==> src/rtl/led_seq_pkg.sv <==
// ============================================================================
// led_seq_pkg: shared types and table geometry for the LED sequencer. rev 1.0
// ============================================================================
`default_nettype none

package led_seq_pkg;

  localparam int DEPTH = 8;
  localparam int DUR_W = 16;
  localparam int IDX_W = $clog2(DEPTH);

  typedef enum logic [0:0] {
    IDLE = 1'b0,
    RUN  = 1'b1
  } state_e;

  typedef struct packed {
    logic [7:0]       pattern;
    logic [DUR_W-1:0] dur;
  } step_t;

endpackage

`default_nettype wire

==> src/rtl/led_sequencer_tick_prescaler.sv <==
// ============================================================================
// tick_prescaler: divides clk by DIV, one-cycle tick on the last count. rev 1.0
// ============================================================================
`default_nettype none

module tick_prescaler #(
  parameter int DIV = 10
) (
  input  logic clk,
  input  logic rst_n,
  input  logic en,
  input  logic clr,
  output logic tick
);

  localparam int CNT_W = (DIV > 1) ? $clog2(DIV) : 1;
  localparam logic [CNT_W-1:0] CNT_LAST = CNT_W'(DIV - 1);

  logic [CNT_W-1:0] cnt_q, cnt_d;

  always_comb begin
    cnt_d = cnt_q;
    if (clr) begin
      cnt_d = '0;
    end else if (en) begin
      cnt_d = (cnt_q == CNT_LAST) ? '0 : cnt_q + 1'b1;
    end
  end

  always_ff @(posedge clk or negedge rst_n) begin
    if (!rst_n) begin
      cnt_q <= '0;
    end else begin
      cnt_q <= cnt_d;
    end
  end

  assign tick = en && !clr && (cnt_q == CNT_LAST);

endmodule

`default_nettype wire

==> src/rtl/led_sequencer.sv <==
// ============================================================================
// led_sequencer: walks a (pattern, duration) table on a prescaled tick. rev 1.0
// ============================================================================
`default_nettype none

module led_sequencer
  import led_seq_pkg::*;
#(
  parameter int CLK_FREQ = 25_000_000,
  parameter int TICK_HZ  = 1000
) (
  input  logic             clk,
  input  logic             rst_n,
  input  logic             cfg_we,
  input  logic [IDX_W-1:0] cfg_addr,
  input  logic [7:0]       cfg_pattern,
  input  logic [DUR_W-1:0] cfg_dur,
  input  logic [IDX_W-1:0] cfg_last,
  input  logic             loop_en,
  input  logic             start,
  input  logic             stop,
  output logic             busy,
  output logic [IDX_W-1:0] step_idx,
  output logic             done,
  output logic [7:0]       leds
);

  localparam int DIV = CLK_FREQ / TICK_HZ;

  state_e           state_q, state_d;
  step_t            table_q [DEPTH];
  step_t            table_d [DEPTH];
  logic [7:0]       leds_q, leds_d;
  logic [IDX_W-1:0] idx_q, idx_d;
  logic [IDX_W-1:0] last_q, last_d;
  logic [IDX_W-1:0] load_idx;
  logic [DUR_W-1:0] rem_q, rem_d;
  logic             busy_q, busy_d;
  logic             done_q, done_d;
  logic             load_en;
  logic             tick;

  tick_prescaler #(
    .DIV (DIV)
  ) u_prescaler (
    .clk   (clk),
    .rst_n (rst_n),
    .en    (state_q == RUN),
    .clr   (state_q == IDLE),
    .tick  (tick)
  );

  always_comb begin
    table_d = table_q;
    if (cfg_we) begin
      table_d[cfg_addr] = '{pattern: cfg_pattern, dur: cfg_dur};
    end
  end

  always_comb begin
    state_d  = state_q;
    leds_d   = leds_q;
    idx_d    = idx_q;
    last_d   = last_q;
    rem_d    = rem_q;
    busy_d   = busy_q;
    done_d   = 1'b0;
    load_en  = 1'b0;
    load_idx = '0;

    unique case (state_q)
      IDLE: begin
        if (start && !stop) begin
          last_d  = cfg_last;
          busy_d  = 1'b1;
          load_en = 1'b1;
          state_d = RUN;
        end
      end
      RUN: begin
        // stop outranks any tick landing in the same cycle
        if (stop) begin
          leds_d  = '0;
          busy_d  = 1'b0;
          idx_d   = '0;
          state_d = IDLE;
        end else if (tick) begin
          if (rem_q > DUR_W'(1)) begin
            rem_d = rem_q - 1'b1;
          end else if (idx_q != last_q) begin
            load_en  = 1'b1;
            load_idx = idx_q + 1'b1;
          end else if (loop_en) begin
            load_en = 1'b1;
          end else begin
            leds_d  = '0;
            busy_d  = 1'b0;
            done_d  = 1'b1;
            state_d = IDLE;
          end
        end
      end
      default: state_d = IDLE;
    endcase

    // reads the pre-write table, so a same-cycle write is not seen by the load
    if (load_en) begin
      leds_d = table_q[load_idx].pattern;
      idx_d  = load_idx;
      rem_d  = (table_q[load_idx].dur == '0) ? DUR_W'(1) : table_q[load_idx].dur;
    end
  end

  always_ff @(posedge clk or negedge rst_n) begin
    if (!rst_n) begin
      state_q <= IDLE;
      leds_q  <= '0;
      idx_q   <= '0;
      last_q  <= '0;
      rem_q   <= '0;
      busy_q  <= 1'b0;
      done_q  <= 1'b0;
      for (int i = 0; i < DEPTH; i++) begin
        table_q[i] <= '0;
      end
    end else begin
      state_q <= state_d;
      leds_q  <= leds_d;
      idx_q   <= idx_d;
      last_q  <= last_d;
      rem_q   <= rem_d;
      busy_q  <= busy_d;
      done_q  <= done_d;
      table_q <= table_d;
    end
  end

  assign leds     = leds_q;
  assign busy     = busy_q;
  assign done     = done_q;
  assign step_idx = idx_q;

endmodule

`default_nettype wire

==> config.mk <==
export PLATFORM = sky130hd
export DESIGN_NAME = led_sequencer
export DESIGN_NICKNAME = d
export VERILOG_FILES = /design/src/rtl/led_seq_pkg.sv /design/src/rtl/led_sequencer_tick_prescaler.sv /design/src/rtl/led_sequencer.sv
export SDC_FILE = /design/constraint.sdc
export NUM_CORES = 1
export LEC_CHECK = 0
export ABC_CLOCK_PERIOD_IN_PS = 3200
export CAP_MARGIN = 20
export CORE_MARGIN = 1
export CORE_UTILIZATION = 30
export CTS_CLUSTER_DIAMETER = 40
export CTS_CLUSTER_SIZE = 14
export DETAILED_ROUTE_END_ITERATION = 12
export SYNTH_ARGS = -nofsm -noshare
export SYNTH_HDL_FRONTEND = slang
export SYNTH_HIERARCHICAL = 1
export SYNTH_SLANG_ARGS = --single-unit
==> constraint.sdc <==
create_clock -name clk -period 3.2 [get_ports clk]
set_clock_uncertainty 0.2 [all_clocks]
set_input_delay 0.96 -clock clk [delete_from_list [all_inputs] [get_ports clk]]
set_output_delay 0.96 -clock clk [all_outputs]
set_load 0.02 [all_outputs]
# Word level (Yosys, flattened, before mapping)
# Index checks and enable logic that the tools add are counted.
[totals]
ff_bits = 240
inputBits = 36
out_inout_bits = 13
wordCells = 113
[op_classes]
add_sub_neg = 3
magnitude_cmp = 4
eq_ne = 11
muxes = 53
n_bitwise = 3
reduce_logical = 15
[op_table]
columns = ["operator", "count"]
rows = [
  ["192-bit bitwise mux", 1],
  ["16-bit 2-to-1 mux", 6],
  ["24-bit binary-select mux with 3-bit select", 1],
  ["24-bit demux with 3-bit select", 1],
  ["24-bit 2-to-1 mux", 3],
  ["8-bit 2-to-1 mux", 7],
  ["15-bit 2-to-1 mux", 2],
  ["3-bit 2-to-1 mux", 8],
  ["1-bit 2-to-1 mux", 21],
  ["16-bit by 1-bit greater-than comparator with 1-bit output, second input constant", 1],
  ["16-bit logical NOT", 1],
  ["16-bit by 1-bit subtractor with 16-bit output, second input constant", 1],
  ["15-bit by 1-bit adder with 15-bit output, second input constant", 1],
  ["15-bit == test, second input constant", 1],
  ["3-bit inequality test, second input constant", 5],
  ["5-bit AND reduction", 2],
  ["4-bit >= comparator, second input constant", 2],
  ["3-bit NOT with 4-bit output", 2],
  ["2-bit nonzero test", 4],
  ["1-bit one-hot mux with 2 select lines", 3],
  ["4-bit by 1-bit less-than comparator with 1-bit output, second input constant", 1],
  ["2-bit AND reduction", 2],
  ["4-bit AND reduction", 1],
  ["3-bit by 1-bit adder with 3-bit output, second input constant", 1],
  ["other kinds (9)", 11],
]

# Logic depth before layout (Yosys ltp)
# Gate-level depths: netlist of run 1.
[logic_depth]
depth_word = 13
depth_mapped = 14
ltp_nobuf = 11

# Cells and area by module
# Netlist of run 1, hierarchy kept.
[modules_own_cells]
columns = ["mod", "instances", "cells_per_inst", "area_each_um2", "seq_area_each_um2"]
rows = [
  ["led_sequencer", 1, 783, 10570.1, 5630.4],
  ["tick_prescaler", 1, 100, 894.6, 375.4],
]

# Worst setup path after synthesis of run 1
# OpenSTA, ideal clock, no wires.
[synth_path]
kind = "reg-to-reg"
start = "register u_prescaler.cnt_q[0]"
end = "register rem_q[0]"
setup_ns = 0.133
t_arrival_ns = 2.898
required_ns = 2.867
slack_ns = -0.031
stages_incl_launch_ff = 14
path_buffers = 2
period_less_slack_ns = 3.231
path_cell_list = "dfrtp_1 -> ha_1 -> and4_1 -> nand4_1 -> buf_2 -> nor2_1 -> and3b_1 -> nand4_1 -> nor3_1 -> buf_2 -> a2bb2oi_1 -> o221ai_1 -> nand4_1 -> o41ai_2"
[synth_between]
elab_chain_len = 12
elab_cells_between_ends = 20
classes_between = "eq/ne: 2; mux: 11; bitwise: 1; reduce/logical: 6"
[synth_lines]
columns = ["element", "line", "rtl"]
rows = [
  ["start, declared", "led_sequencer_tick_prescaler.sv:19", "logic [CNT_W-1:0] cnt_q, cnt_d;"],
  ["start signal, assigned", "led_sequencer_tick_prescaler.sv:34", "cnt_q <= cnt_d;"],
  ["15-bit == test (*)", "led_sequencer_tick_prescaler.sv:38", "assign tick = en && !clr && (cnt_q == CNT_LAST);"],
  ["1-bit logical AND (*)", "led_sequencer_tick_prescaler.sv:38", ""],
  ["named net tick", "led_sequencer.sv:41", "logic tick;"],
  ["3-bit 2-to-1 mux", "led_sequencer.sv:87", "end else if (tick) begin"],
  ["3-bit 2-to-1 mux", "led_sequencer.sv:82", "if (stop) begin"],
  ["3-bit 2-to-1 mux", "led_sequencer.sv:71", "unique case (state_q)"],
  ["3-bit NOT with 4-bit output (not written as such)", "led_sequencer.sv:110", "rem_d = (table_q[load_idx].dur == '0) ? DUR_W'(1) : table_q[load_idx].dur;"],
  ["24-bit binary-select mux with 3-bit select", "led_sequencer.sv:110", ""],
  ["24-bit 2-to-1 mux (not written as such) (2 in series)", "led_sequencer.sv:110", ""],
  ["16-bit logical NOT", "led_sequencer.sv:110", ""],
  ["16-bit 2-to-1 mux", "led_sequencer.sv:110", ""],
  ["16-bit 2-to-1 mux", "led_sequencer.sv:107", "if (load_en) begin"],
  ["end signal, assigned", "led_sequencer.sv:131", "rem_q <= rem_d;"],
  ["end, declared", "led_sequencer.sv:37", "logic [DUR_W-1:0] rem_q, rem_d;"],
]
# The timed path passes the listed nets; every way through them passes the cells marked *. The select of a mux whose other input is x is not followed.
# A chain may end at the register's enable or synchronous reset.

# Worst setup path after layout of run 1
[layout_path]
start = "register idx_q[0] (netlist: step_idx[0])"
end = "register rem_q[0]"
[layout_between]
elab_chain_len = 13
elab_cells_between_ends = 24
classes_between = "add/sub: 1; eq/ne: 2; mux: 15; bitwise: 1; reduce/logical: 5"
[layout_lines]
columns = ["element", "line", "rtl"]
rows = [
  ["start, declared", "led_sequencer.sv:34", "logic [IDX_W-1:0] idx_q, idx_d;"],
  ["start signal, assigned", "led_sequencer.sv:129", "idx_q <= idx_d;"],
  ["3-bit by 1-bit adder with 3-bit output / 3-bit inequality test (equally long branches)", "led_sequencer.sv:92, led_sequencer.sv:90", ""],
  ["3-bit 2-to-1 mux", "led_sequencer.sv:90", "end else if (idx_q != last_q) begin"],
  ["3-bit 2-to-1 mux", "led_sequencer.sv:88", "if (rem_q > DUR_W'(1)) begin"],
  ["3-bit 2-to-1 mux", "led_sequencer.sv:87", ""],
  ["3-bit 2-to-1 mux", "led_sequencer.sv:82", ""],
  ["3-bit 2-to-1 mux", "led_sequencer.sv:71", ""],
  ["3-bit NOT with 4-bit output (not written as such)", "led_sequencer.sv:110", ""],
  ["24-bit binary-select mux with 3-bit select", "led_sequencer.sv:110", ""],
  ["24-bit 2-to-1 mux (not written as such) (2 in series)", "led_sequencer.sv:110", ""],
  ["16-bit logical NOT", "led_sequencer.sv:110", ""],
  ["16-bit 2-to-1 mux", "led_sequencer.sv:110", ""],
  ["16-bit 2-to-1 mux", "led_sequencer.sv:107", ""],
]
# Parallel ways exist; a longest one is shown, timed or not. The select of a mux whose other input is x is not followed.

==> impl_metrics.ini, run 1 <==
[worst_hold_path]
hold_path.class = input port to asynchronous set/reset pin

[detailed_routing]
drc_errors = 0
wl_per_cell_um = 18.63
drtIter0Drc = 362
wl_mm = 28.95
firstDrtPassIters = 4
via_count = 7752
viasPerCell = 4.988
ant_nets = 0

[clock_tree]
insertion_delay_ns = 0.52
cts_buffer_depth = 3
cts_made_buffers = 37
cts_htree_levels = 2
cts_hold_buf = 0
cts-root-buf = clkbuf_16
clkTransAtPathRegs_ns = 0.06
cts_tree = yes
cts_sinks = 240

[place]
place.gp.congestion = 0.8449
dp_hpwl_mm = 18.27
dpl_worst_slack_ns = -0.3465
portBuffers = 48

[pwr]
finalPower_w = 0.009787
ir_worst_vdd_mv = 0.3653
pwr_density_cell_nw_per_um2 = 661.5
leakagePower_nw = 6.189

[job]
maxCapViolCount = 0

[sta]
fmax_mhz = 314.6
setup_slack_ns = 0.02098
rsz0062_at_grt = yes
setup_tns_ns = 0
min_period_over_period_pct = 99.34
period_minus_slack_ns = 3.179
setup_viol = 0
relSlewSlack_pct = 50.90
tightest_slew_ns = 0.7364
fin_hold_ws_ns = 0.2275
slew_violations = 0
finalHoldViolCount = 0

[worst_setup_path]
critPathKind = register to register
max_stage_delay_ns = 0.58
arrival_ns = 3.38
cp_max_fo = 10
crit_family = compound AO/OA/AOI/OAI gates
start_kind = register
critPathSlowestCell = xor2_2
crit_required_ns = 3.40
cp_num_buf_inv = 1
crit_path_cell_trace = ha_1 -> xor2_2 -> buf_12 -> mux4_2 -> o21ai_0 -> mux2i_1 -> o22ai_1 -> nand2_1 -> o41ai_2
critical_path.endpoint_type = register

[synth]
synthTopCellsByCount = dfrtp_1 (240), mux2_2 (195), mux2i_1 (79)
ys_seq_area_share_pct = 52.38
yosysWarnings = 6
async_flop_share_pct = 100.0
avgSynthCellArea_um2 = 12.98
synthCells = 883
synth-edff-count = 0
yosys_register_bits = 240
ys.flop_type = dfrtp_1
synth_top_cell_by_area = dfrtp_1
yosysUniqueCellTypes = 68
synth_top_area_share_pct = 52.38
synth_area_um2 = 11460
synthTopCellsByArea = dfrtp_1 (52%), mux2_2 (19%), mux2i_1 (6.9%), mux4_2 (2.6%), nand2_1 (1.3%)
yosysMostFrequentCell = dfrtp_1
syn_nets = 923

[floorplan]
coreArea_um2 = 37670
die_h_um = 197.5
die_width_um = 197.5
start_util_pct = 30.44
pin_count = 49
rows = 71
die-area_um2 = 39000

[grt]
grt_pass1_wl_mm = 45.93
grtUsageTotal_pct = 15.12
grt_max_degree = 86
overflow = 0
antenna_found_initial = 0
grt_pass1_vias = 7951

[cells_and_area]
num-nets-final = 1054
syn_to_final_growth_pct = 29.06
layout.core_utilization_pct = 39.28
diodes = 0
drive_gt1_share_pct = 39.41

[run_status]
outcome = complete, no violations
-- per-stage QoR --
step	instances	cell area (um^2)
3_3_place_gp	1475	13240
6_report	1554	14800
5_1_grt	1554	14800
3_5_place_dp	1475	13240
2_1_floorplan	883	11470
4_1_cts	1545	14650
-- state kept, by name (all words and copies together), names as in the netlist --
name / count
leds: 8
table_q: 192
busy: 1
done: 1
last_q: 3
step_idx: 3
rem_q: 16
state_q: 1
u_prescaler/cnt_q: 15
-- layout by cell type (no fill, tap or decap), drive strengths merged, types with 4 or more instances in the layout --
cell,netlist,layout
nand4b,4,4
dfrtp,240,240
o211ai,4,4
nand2,39,39
nand4,12,12
nand3b,4,4
clkinvlp,0,5
a21oi,8,8
clkbuf,33,46
nor3,16,16
o22ai,5,5
xor2,14,14
o31ai,4,4
a2bb2oi,8,8
xnor2,5,5
inv,6,11
o21ai,25,25
buf,17,93
o221ai,7,7
nand3,17,17
clkinv,0,8
or4,4,4
mux2i,79,79
bufinv,0,6
nand2b,9,9
nor2b,4,4
mux4,13,13
and3,6,6
nor2,25,25
mux2,195,195
and2,6,6
a211oi,6,6
nor4,7,7
clkdlybuf4s50,0,46
or2,4,4
ha,4,4
a31oi,18,18
-- where the power goes --
part           total [W]  switching (W)  internal, W  leakage, nW
logic            0.00150       0.000632     0.000866         2.62
clock network    0.00427        0.00150      0.00277        0.639
registers        0.00402       0.000361      0.00366         2.93
-- metal layers --
layer / share of wire, % / global-route usage, % / vias up
li1: - / - / 3589
met1: 47 / 20.42 / 3976
met2: 48 / 24.65 / 145
met3: 3.7 / 2.612 / 42
met4: 2.1 / 4.651 / 0
met5: 0 / 0 / -
-- final cells by class --
class                           count  area, um^2
Clock buffer                       44        1015
Clock inverter                     24       312.8
Fill cell                        3601       22870
Inverter                            6       22.52
Multi-Input combinational cell    587        5340
Sequential cell                   240        6007
Tap cell                          511       639.4
Timing Repair Buffer              142        1460
-- worst paths after layout --
path                                   start            to  slack (ns)  cells past startpoint
worst max-delay path             step_idx[0]      rem_q[0]        0.02                      9
worst max register to register   step_idx[0]      rem_q[0]        0.02                      9
worst min register to register  table_q[105]  table_q[105]        0.30                      1
worst min-delay path                   rst_n   table_q[99]        0.23                      1
min in group clk                table_q[105]  table_q[105]        0.30                      1
max in group asynchronous              rst_n     rem_q[15]        1.82                      2
-- repair_timing --
item / 4_1_cts / 5_1_grt
gates resized for setup: 7 / 18
gates cloned: 1 / 2
setup buffers: 1 / 7
pin swaps: 1 / 5
setup endpoints to repair: 11 / 18
-- kinds of logic (layout without fill, tap and decap cells) --
group / count (synthesis) / count (layout) / synth area share, %
AO/OA/AOI/OAI: 110 / 110 / 6.930
XOR/XNOR: 19 / 19 / 1.451
adder cells (fa/ha/maj): 4 / 4 / 0.4366
buffers and inverters: 56 / 216 / 2.106
flip-flops: 240 / 240 / 52.38
multiplexers: 287 / 287 / 28.60
AND/OR/NAND/NOR: 167 / 167 / 8.087
No activity file was read; power rests on OpenSTA's default activity.
==> run 2: changes to the inputs <==
- SYNTH_HIERARCHICAL: 1 -> not set
==> run 2 against run 1 <==
Compared with the run above:
- critical path type unchanged
- worst setup slack worse by 0.018 ns
- total power is 3.4% lower
- critical endpoint unchanged
- sequential share of layout area is 0.062 points higher
- sequential cell count stayed put
- sequential power hardly changed
- hold slack worse by 0.053 ns
- largest cell class unchanged
- critical path depth is 2 higher
- count of clock-buffer cells in the layout is 5 higher
- register-to-register slack worse by 0.02 ns
- synthesized cell count is 6.6% higher
- highest routed layer is now met5
==> impl_metrics.ini, run 2 <==
[cells_and_area]
diodes = 0
layout_commonest_cell = dfrtp_1
drive_gt1_share_pct = 36.68
num-nets-final = 1119
top_regs = table_q: 192 flops, rem_q: 16 flops, u_prescaler.cnt_q: 15 flops
nFillCells = 3545
design_area_um2 = 14770
multi_input_area_um2 = 5328
layout.core_utilization_pct = 39.32
top_register = table_q
seq_area_um2 = 6007
most-common-layout-cells = dfrtp_1 (239), mux2_2 (199), buf_4 (85)
syn_to_final_growth_pct = 29.15
largest_reg_flops = 192

[pwr]
leakagePower_nw = 6.169
seqPwrFrac_pct = 42.5
p_int_w = 0.006922
switching_share_pct = 26.76
pwr_density_cell_nw_per_um2 = 639.7
p_sw_w = 0.002529
clock_power_share_pct = 41.2
ir_worst_vdd_mv = 0.3275
pwr-share-comb_pct = 16.4

[detailed_routing]
wl_per_cell_um = 18.45
drtIter0Drc = 445
via_count = 8025
drc_errors = 0
viasPerCell = 4.960
ant_nets = 0
firstDrtPassIters = 5
wl_mm = 29.86

[place]
dp_hpwl_mm = 19.38
portBuffers = 48
place.gp.congestion = 0.9112
place_area_um2 = 13290

[sta]
setup_viol = 0
relSlewSlack_pct = 55.48
min_period_over_period_pct = 99.90
period_minus_slack_ns = 3.197
tightest_slew_ns = 0.6630
fmax_mhz = 312.8
rsz0062_at_grt = yes
finalHoldViolCount = 0
setup_tns_ns = 0
fin_hold_ws_ns = 0.1741
slew_violations = 0

[floorplan]
die_width_um = 197.3
pin_count = 49
die_h_um = 197.3
start_util_pct = 30.44
coreArea_um2 = 37580
die-area_um2 = 38920
rows = 71

[synth]
yosys_register_bits = 240
synthTopCellsByCount = dfrtp_1 (240), mux2_2 (199), mux2i_1 (51)
yosysMostFrequentCell = dfrtp_1
avgSynthCellArea_um2 = 12.16
ys_seq_area_share_pct = 52.50
synth-edff-count = 0
synthCells = 941
synthTopCellsByArea = dfrtp_1 (52%), mux2_2 (20%), mux2i_1 (4.5%), a211oi_1 (1.8%), nor2_1 (1.6%)
yosysUniqueCellTypes = 59
syn_nets = 981
async_flop_share_pct = 100.0
synth_top_cell_by_area = dfrtp_1
synth_area_um2 = 11440
synth_top_area_share_pct = 52.50
ys.flop_type = dfrtp_1
yosysWarnings = 0

[clock_tree]
cts_buffer_depth = 3
cts_made_buffers = 36
insertion_delay_ns = 0.54
cts_htree_levels = 2
cts_sinks = 240
cts_tree = yes
clkTransAtPathRegs_ns = 0.06
cts-root-buf = clkbuf_16

[worst_setup_path]
critPathKind = register to register
ff2ff_path_depth = 11
critical_path.endpoint_type = register
cp_max_fo = 6
worstReg2RegStart = rem_q[7]
r2r_end = rem_q[0]
crit_required_ns = 3.42
start_kind = register
worst-r2r-setup-slack_ns = 0.003
arrival_ns = 3.42

[run_status]
outcome = complete, no violations

[job]
maxCapViolCount = 0

[worst_hold_path]
hold_path.class = input port to asynchronous set/reset pin

[grt]
overflow = 0
grt_max_degree = 58
grt_pass1_wl_mm = 47.49
grtUsageTotal_pct = 15.75
grt_pass1_vias = 8290
antenna_found_initial = 1
==> run 2: cell count changes after synthesis, moves of 11 or more <==
cell,change
clkbuf_1,+11
and3_1,+14
o21ai_0,+14
a211oi_1,+22
a21oi_1,+28
mux2i_1,-28
a31oi_1,-14
nor2_1,+24
==> run 2: cell families after synthesis <==
kind of cell / count (synthesis) / synth area share (%)
simple gates: 194 / 9.001
buf+inv: 70 / 2.505
flops: 240 / 52.50
mux: 255 / 25.04
xor+xnor: 30 / 2.297
compound gates: 148 / 8.225
fa+ha+maj: 4 / 0.4375
==> run 2: worst max-delay path by stage <==
stage	startpoint	end	slack (ns)	cells past startpoint
after floorplan	rem_q[6]	rem_q[0]	-0.03	9
after global routing	rem_q[7]	rem_q[0]	-0.13	11
after CTS	rem_q[4]	leds[4]	-0.0009	12
after detailed placement	stop	rem_q[0]	-0.85	9
final	rem_q[7]	rem_q[0]	0.003	11
after global placement	stop	rem_q[0]	-0.82	9
==> run 2: layout make-up <==
cell class	instances	share of cell area, %
inverter	14	0.3557
clock inverter	17	1.253
multi-input combinational	631	36.06
timing repair buffer	156	10.37
clock buffer	49	6.970
sequential	240	40.66
tap	511	4.328
==> run 2: repair_timing <==
action | CTS | global route
gates resized for setup | 29 | 9
setup buffers | 4 | 5
hold buffers | 0 | 0
pin swaps | 11 | 13
setup endpoints to repair | 17 | 15
gates cloned | 0 | 1
==> run 2: power by group through the flow <==
stage	sequential [W]	combinational (W)	clock [W]
6_report	0.00401	0.00155	0.00389
5_1_grt	0.00409	0.00171	0.00411
4_1_cts	0.00401	0.00155	0.00398
3_5_place_dp	0.00405	0.00151	0
3_3_place_gp	0.00402	0.00148	0
2_1_floorplan	0.00397	0.000969	0
==> run 2: critical path: stages, from the launching register on <==
cell     delay [ns]
dfrtp_1        0.37
or4_4          0.56
or4_4          0.46
nor4_4         0.20
buf_12         0.15
buf_12         0.12
mux2i_1        0.20
mux2i_1        0.09
mux2i_1        0.13
buf_4          0.14
nand4_1        0.12
o41ai_2        0.34
==> run 2: layer usage <==
layer / up-vias / GRT usage [%] / wire length (um)
met5: - / 0 / 8
met4: 2 / 5.426 / 861
met3: 52 / 2.937 / 1225
met2: 139 / 24.91 / 13660
met1: 4097 / 21.56 / 14100
li1: 3735 / - / -
==> run 2: per-stage QoR <==
step                      instances  setup slack, ns  total power [W]
after floorplan                 941         -0.02685         0.004940
after global placement         1543          -0.8189         0.005499
after detailed placement       1543          -0.8478         0.005556
after CTS                      1612       -0.0008773         0.009538
after global routing           1618          -0.1336         0.009903
final                          1618         0.003243         0.009451
==> run 3: changes to the inputs <==
- ABC_CLOCK_PERIOD_IN_PS: 3200 -> 2800
- clock period: 3.2 -> 2.8 ns (I/O delays scaled with it)
==> run 3 against run 2 <==
Compared with the run above:
- the run now ends with negative setup slack left
- worst setup slack lost 0.33 ns
- routed wire length grew 4.3%
- sequential cell count is the same
- combinational power grew 27%
- utilization grew 2.3 points
- critical path depth shrank 2
- die area is the same
- final cell count grew 3.3%
==> impl_metrics.ini, run 3 (synthesis gave the netlist of run 2 again) <==
[sta]
min_period_over_period_pct = 111.7
period_minus_slack_ns = 3.127
relSlewSlack_pct = 64.70
tightest_slew_ns = 0.5295
rsz0062_at_grt = yes
finalHoldViolCount = 0
setup_viol = 16
fmax_mhz = 319.8
slew_violations = 0
setup_slack_ns = -0.3265

[job]
maxCapViolCount = 0

[grt]
overflow = 0
antenna_found_initial = 1
grt_pass1_vias = 8664
grtUsageTotal_pct = 16.18
grt_pass1_wl_mm = 48.91
grt_max_degree = 56

[worst_setup_path]
arrival_ns = 3.37
ff2ff_path_depth = 9
start_kind = register
worst-r2r-setup-slack_ns = -0.33
worstReg2RegStart = rem_q[4]
crit_required_ns = 3.04
r2r_end = rem_q[0]
critPathKind = register to register
critical_path.endpoint_type = register
cp_max_fo = 6

[place]
dp_hpwl_mm = 20.28
place.gp.congestion = 0.8880
dp.cells = 1585
portBuffers = 48
place_area_um2 = 13710

[clock_tree]
cts_tree = yes
clkTransAtPathRegs_ns = 0.06
cts_hold_buf = 0
cts_htree_levels = 2
cts-root-buf = clkbuf_16
cts_made_buffers = 36
cts_sinks = 240
insertion_delay_ns = 0.54
cts_buffer_depth = 3

[detailed_routing]
drtIter0Drc = 463
ant_nets = 0
viasPerCell = 4.971
firstDrtPassIters = 4
wl_per_cell_um = 18.63
via_count = 8312
wl_mm = 31.15
drc_errors = 0

[run_status]
violations = negative setup slack
outcome = finished with violations

[floorplan]
die_width_um = 197.3
start_util_pct = 30.44
die-area_um2 = 38920
die_h_um = 197.3
rows = 71
pin_count = 49
coreArea_um2 = 37580

[cells_and_area]
layout_commonest_cell = dfrtp_1
final_cells = 1672
top_regs = table_q: 192 flops, rem_q: 16 flops, u_prescaler.cnt_q: 15 flops
top_register = table_q
diodes = 0
design_area_um2 = 15630
largest_reg_flops = 192
syn_to_final_growth_pct = 36.59
num-nets-final = 1173
nFillCells = 3454
most-common-layout-cells = dfrtp_1 (239), mux2_2 (198), buf_4 (121)
drive_gt1_share_pct = 43.58

[pwr]
leakagePower_nw = 6.567
ir_worst_vdd_mv = 0.4064
pwr_density_cell_nw_per_um2 = 713.2

[worst_hold_path]
hold_path.class = input port to asynchronous set/reset pin
==> run 3: worst max-delay path, cell delays in order (launching register included) <==
cell	delay (ns)
dfrtp_1	0.39
or4_4	0.57
or4_4	0.46
nor4_4	0.23
buf_12	0.18
mux2i_4	0.25
nor2_1	0.07
nor3_2	0.24
nand4_1	0.13
o41ai_2	0.32
==> run 3: power breakdown <==
part	switching (W)	internal, W	total (W)
Sequential	0.000408	0.00418	0.00459
Clock	0.00177	0.00282	0.00459
Combinational	0.000840	0.00113	0.00197
Total	0.00302	0.00812	0.0111
==> run 3: metrics by stage <==
stage	setup TNS, ns	util [%]	hold WS, ns	total power, W	setup slack (ns)
after CTS	-2.344	40.54	0.02366	0.01118	-0.3944
final	-2.263	41.58	0.01968	0.01114	-0.3265
after floorplan	-1.194	-	0.2479	0.005662	-0.4234
after global routing	-3.963	41.58	0.03236	0.01168	-0.4272
after global placement	-17.77	36.49	0.2819	0.006387	-0.9611
after detailed placement	-19.57	36.49	0.2887	0.006446	-1.057
==> run 3: worst max path at each step <==
stage	from	to	slack [ns]	cells after the start
4_1_cts	rem_q[4]	rem_q[0]	-0.39	9
3_5_place_dp	stop	rem_q[0]	-1.06	9
6_report	rem_q[4]	rem_q[0]	-0.33	9
2_1_floorplan	rem_q[6]	rem_q[0]	-0.42	9
3_3_place_gp	stop	rem_q[0]	-0.96	9
5_1_grt	rem_q[4]	rem_q[0]	-0.43	10
==> run 3: routing by layer <==
metal	global-route usage [%]	vias up	share of wire, %
met5	0	-	0.042
met4	5.914	2	2.5
met3	2.903	57	3.9
met2	26.02	139	47
met1	21.70	4256	46
li1	-	3858	-
==> run 3: layout make-up <==
class / count / area (um^2) / area share, %
clock buffer: 42 / 964.7 / 6.174
clock inverter: 24 / 275.3 / 1.762
inverter: 14 / 52.55 / 0.3363
multi-input combinational: 631 / 5580 / 35.71
sequential: 240 / 6007 / 38.44
tap: 511 / 639.4 / 4.092
timing repair buffer: 210 / 2106 / 13.48
==> run 3: timing repair <==
item                       CTS  global route
gates cloned                 1             2
pin swaps                   14            34
buffers inserted             8            15
setup endpoints to repair   24            24
gates resized for setup     44            59
==> variant 1, RTL diff (settings of run 1) <==
Put one more register stage on the output `leds`. The value now appears one clock later. The other outputs are not delayed to match.
--- a/src/rtl/led_sequencer.sv
+++ b/src/rtl/led_sequencer.sv
@@ -136,5 +136,7 @@
   end
 
-  assign leds     = leds_q;
+  always_ff @(posedge clk) begin
+    leds <= leds_q;
+  end
   assign busy     = busy_q;
   assign done     = done_q;
Check against the original RTL: not equivalent (a bounded check fails within 4 cycles, from zero or initial values and one cycle with rst_n low).
==> variant 1 against run 1 <==
Total power shrank 4.0%. Worst setup slack better by 0.12 ns. Sequential cell count is 8 higher. Synthesized area rose by 1.4%. Combinational power hardly changed. Final area down 1.2%. Via count fell by 1.1%. Cell count decreased by 0.71%. Wire length shrank 3.6%. Largest cell class unchanged. Largest power group is now sequential cells. Highest routed layer is now met5.
==> variant 1: results (changes against run 1) <==
[outcome]
status=finished clean

[logic_synthesis]
synth_nets=931  ; +0.87%
yosysUniqueCellTypes=69  ; +1.5%
synth_xor_area_frac=0.0143  ; -0.000200
synth_compound_area_frac=0.0683  ; -0.000955
synth.area.mux_share=0.282  ; -0.00394
ys_async_sr_fraction=0.968  ; -0.0323
ys_seq_area_frac=0.530  ; +0.00656
synthAdderAreaFrac=0.00431  ; -0.0000601
synthTopCellsByArea=dfrtp_1 52%, mux2_2 19%, mux2i_1 6.8%, mux4_2 2.5%, dfxtp_1 1.4%

[place]
dp_hpwl_mm=18.7  ; +2.2%
gp_congestion=0.852  ; +0.85%
place_ws_ns=-0.218  ; +0.129 ns

[route]
dr_wl_met2_mm=12.6  ; -8.8%
vias_per_cell=4.97  ; -0.37%
wl_met1_mm=13.6  ; +1.2%
drt_wl_total_mm=27.9  ; -3.6%
drt_iter0_drc=339  ; -6.4%
wl_met3_mm=1.15  ; +6.7%

[cells_and_area]
num-fill-cells=3582  ; -0.53%
final_net_count=1046  ; -0.76%
drive_gt1_frac=0.372  ; -0.0220

[timing]
max_slew_margin=0.595  ; +0.0856

[critical_path]
arrival_ns=3.26  ; -0.12 ns
critical-path-slowest-cell=dfrtp_2
slowest_delay_ns=0.46  ; -0.12 ns
r2r_cells=8  ; -1

[grt]
grt_max_degree=65  ; -24%
gr-usage-met1=0.213  ; +0.00848
grt_pass1_vias=8124  ; +2.2%
grt_antenna_before_repair=3  ; +3
grtUsageMet2=0.225  ; -0.0211
grt_usage=0.149  ; -0.00232

[worst_hold_path]
min_path_type=reg -> reg

[power]
power.leakage_nw=6.05  ; -2.2%
irDropWorstVdd_mv=0.293  ; -20%
p_switching_mw=2.43  ; -2.6%
power.share.sequential=0.440  ; +0.030
combinationalPowerShare=0.160  ; +0.007

## variant 1: cell types whose count changed after synthesis
cell / before / now
dfxtp_1: 0 / 8
## variant 1: area by class of cell
type                       instances  area (sq um)  share of cell area
timing repair buffer             128          1270              0.0868
inverter                           6          22.5             0.00154
clock inverter                    17           178              0.0122
sequential                       248          6170               0.422
tap                              511           639              0.0437
multi-input combinational        587          5360               0.367
clock buffer                      46           978              0.0669
## variant 1: per-stage QoR
stage | utilization | TNS [ns] | instances | hold slack [ns]
floorplan | - | 0 | 891 | 0.147
CTS | 0.382 | 0 | 1542 | 0.177
finish | 0.385 | 0 | 1543 | 0.175
detailed placement | 0.352 | -2.37 | 1479 | 0.168
global placement | 0.352 | -1.82 | 1479 | 0.157
global route | 0.385 | -0.00854 | 1543 | 0.185
## variant 1: timing repair
item,in CTS,in global routing
setup endpoints to repair,3,19
pin swaps,0,13
setup buffers,0,1
resized for setup,1,21
==> variant 2, RTL diff (config.mk and constraints of run 1) <==
Made on the original files. `DUR_W`: 16 -> 20.
--- a/src/rtl/led_seq_pkg.sv
+++ b/src/rtl/led_seq_pkg.sv
@@ -7,5 +7,5 @@
 
   localparam int DEPTH = 8;
-  localparam int DUR_W = 16;
+  localparam int DUR_W = 20;
   localparam int IDX_W = $clog2(DEPTH);
 
Ports: changed (resized cfg_dur); port bits go from 49 to 53. The function was not compared with the original's and may differ.
==> variant 2 against run 1 <==
Core utilization increased by 0.91 points. Worst setup slack worse by 0.0088 ns. Final area is 20% higher. Sequential cell count rose by 36. Highest routed layer unchanged. Largest cell class unchanged. Synthesized area grew 18%. Total power increased by 20%. Maximum frequency fell by 0.27%. Wire length is 28% higher. Synthesized cell count up 32%.
==> variant 2: results (changes against run 1) <==
[outcome]
status=finished clean

[cells_and_area]
sh_seq_area=0.388  ; -0.0180
num-fill-cells=4220  ; +17%
antenna_cells=0  ; unchanged
drive_gt1_frac=0.391  ; -0.00300
multi_input_comb_cells=804  ; +37%
final_net_count=1397  ; +33%
buffers=217  ; +53%
final-clk-cell-share=0.0867  ; -0.00304
clkbuf_count=55  ; +25%
multi_input_area_share=0.365  ; +0.00395
seq_cells=276  ; +15%
top_regs=table_q x224, rem_q x20, u_prescaler/cnt_q x15
n_all_inverters=10  ; +4
bufAreaShareNonClock=0.117  ; +0.0181

[grt]
grt_usage=0.162  ; +0.0107
grt_max_degree=79  ; -8.1%
grt_pass1_vias=10400  ; +31%
grt_pass1_wl_mm=59.2  ; +29%

[clock_network]
ctsResizeCount=23  ; +16
cts_setup_buffers=6  ; +5
cts_buffers=44  ; +19%
cts.clk_slew.worst_paths_ns=0.05
insertion_delay_ns=0.57  ; +0.05 ns

[logic_synthesis]
yosysUniqueCellTypes=76  ; +12%
synth-edff-count=0  ; unchanged
synthAdderAreaFrac=0.00371  ; -0.000655
synth_compound_area_frac=0.105  ; +0.0353
synth.area.mux_share=0.234  ; -0.0521
synth_nets=1209  ; +31%
synthTopCellsByArea=dfrtp_1 51%, mux2_2 20%, mux2i_1 3.2%, o21ai_0 2.5%, nand2_1 2.4%
synthTopCellsByCount=276 x dfrtp_1, 236 x mux2_2, 85 x nand2_1
synth_xor_area_frac=0.00566  ; -0.00886
ys_seq_area_frac=0.512  ; -0.0118

[power]
irDropWorstVdd_mv=0.437  ; +20%
powerClk_mw=4.89  ; +15%
internal_power_mw=8.58  ; +18%
power.leakage_nw=7.45  ; +20%
p_clk_frac=0.416  ; -0.021
p_seq_mw=4.70  ; +17%

[critical_path]
cp_max_fo=5  ; -5
critical-path-slowest-cell=dfrtp_4
arrival_ns=3.49  ; +0.11 ns
r2r_cells=10  ; +1
critPathTopFamily=simple AND/OR/NAND/NOR gates
slowest_delay_ns=0.52  ; -0.06 ns

[timing]
drv_slew=0  ; unchanged
finalHoldViolCount=0  ; unchanged
worst_pin_slew_ns=0.514  ; -0.222 ns
hold_ws_ns=0.126  ; -0.102 ns

[place]
port_buffers=52  ; +8.3%
gp_congestion=0.907  ; +7.3%
dp_hpwl_mm=24.3  ; +33%

[route]
num_vias=10300  ; +32%
drt_wl_total_mm=37.1  ; +28%
drt_iter0_drc=795  ; +120%
drtPass1Iterations=5  ; +1

## variant 2: cell types whose count changed in the layout (fill, tap and decap cells not counted), sizes merged, moves of 36 or more
cell   delta
mux2     +41
dfrtp    +36
o21ai    +43
mux2i    -36
nand2    +47
buf      +73
## variant 2: how the worst max path moves through the flow
stage                                           startpoint                   end  cells after the start
after floorplan                                       stop  rem_q[0]$_DFFE_PN0P_                     12
after global placement                                stop  rem_q[0]$_DFFE_PN0P_                      9
after detailed placement                              stop  rem_q[0]$_DFFE_PN0P_                      9
after CTS                 u_prescaler/cnt_q[1]$_DFFE_PN0P_  rem_q[0]$_DFFE_PN0P_                     13
after global routing               step_idx[0]$_DFFE_PN0P_  rem_q[0]$_DFFE_PN0P_                     10
final                              step_idx[0]$_DFFE_PN0P_  rem_q[0]$_DFFE_PN0P_                     10
## variant 2: cell families (layout without fill, tap and decap cells)
logic type      count (synthesis)  in the layout
xor+xnor                        7              7
fa+ha+maj                       4              4
buf+inv                        86            306
compound gates                218            218
simple gates                  292            293
flops                         276            276
mux                           282            282
## variant 2: metrics by stage
step | area, sq um | cells | TNS [ns] | setup slack, ns
6_report | 17800 | 1978 | 0 | 0.0122
5_1_grt | 17800 | 1978 | -0.202 | -0.148
4_1_cts | 17500 | 1965 | 0 | 0.000235
3_5_place_dp | 15900 | 1880 | -15.05 | -0.835
3_3_place_gp | 15900 | 1880 | -13.83 | -0.701
2_1_floorplan | 13500 | 1165 | -0.414 | -0.262
## variant 2: metal layers
metal | up-vias | GRT usage | wire, um
li1 | 4690 | - | -
met5 | - | 0 | 0
met4 | 0 | 0.0609 | 1080
met2 | 250 | 0.251 | 17000
met3 | 74 | 0.0255 | 1650
met1 | 5236 | 0.227 | 17300
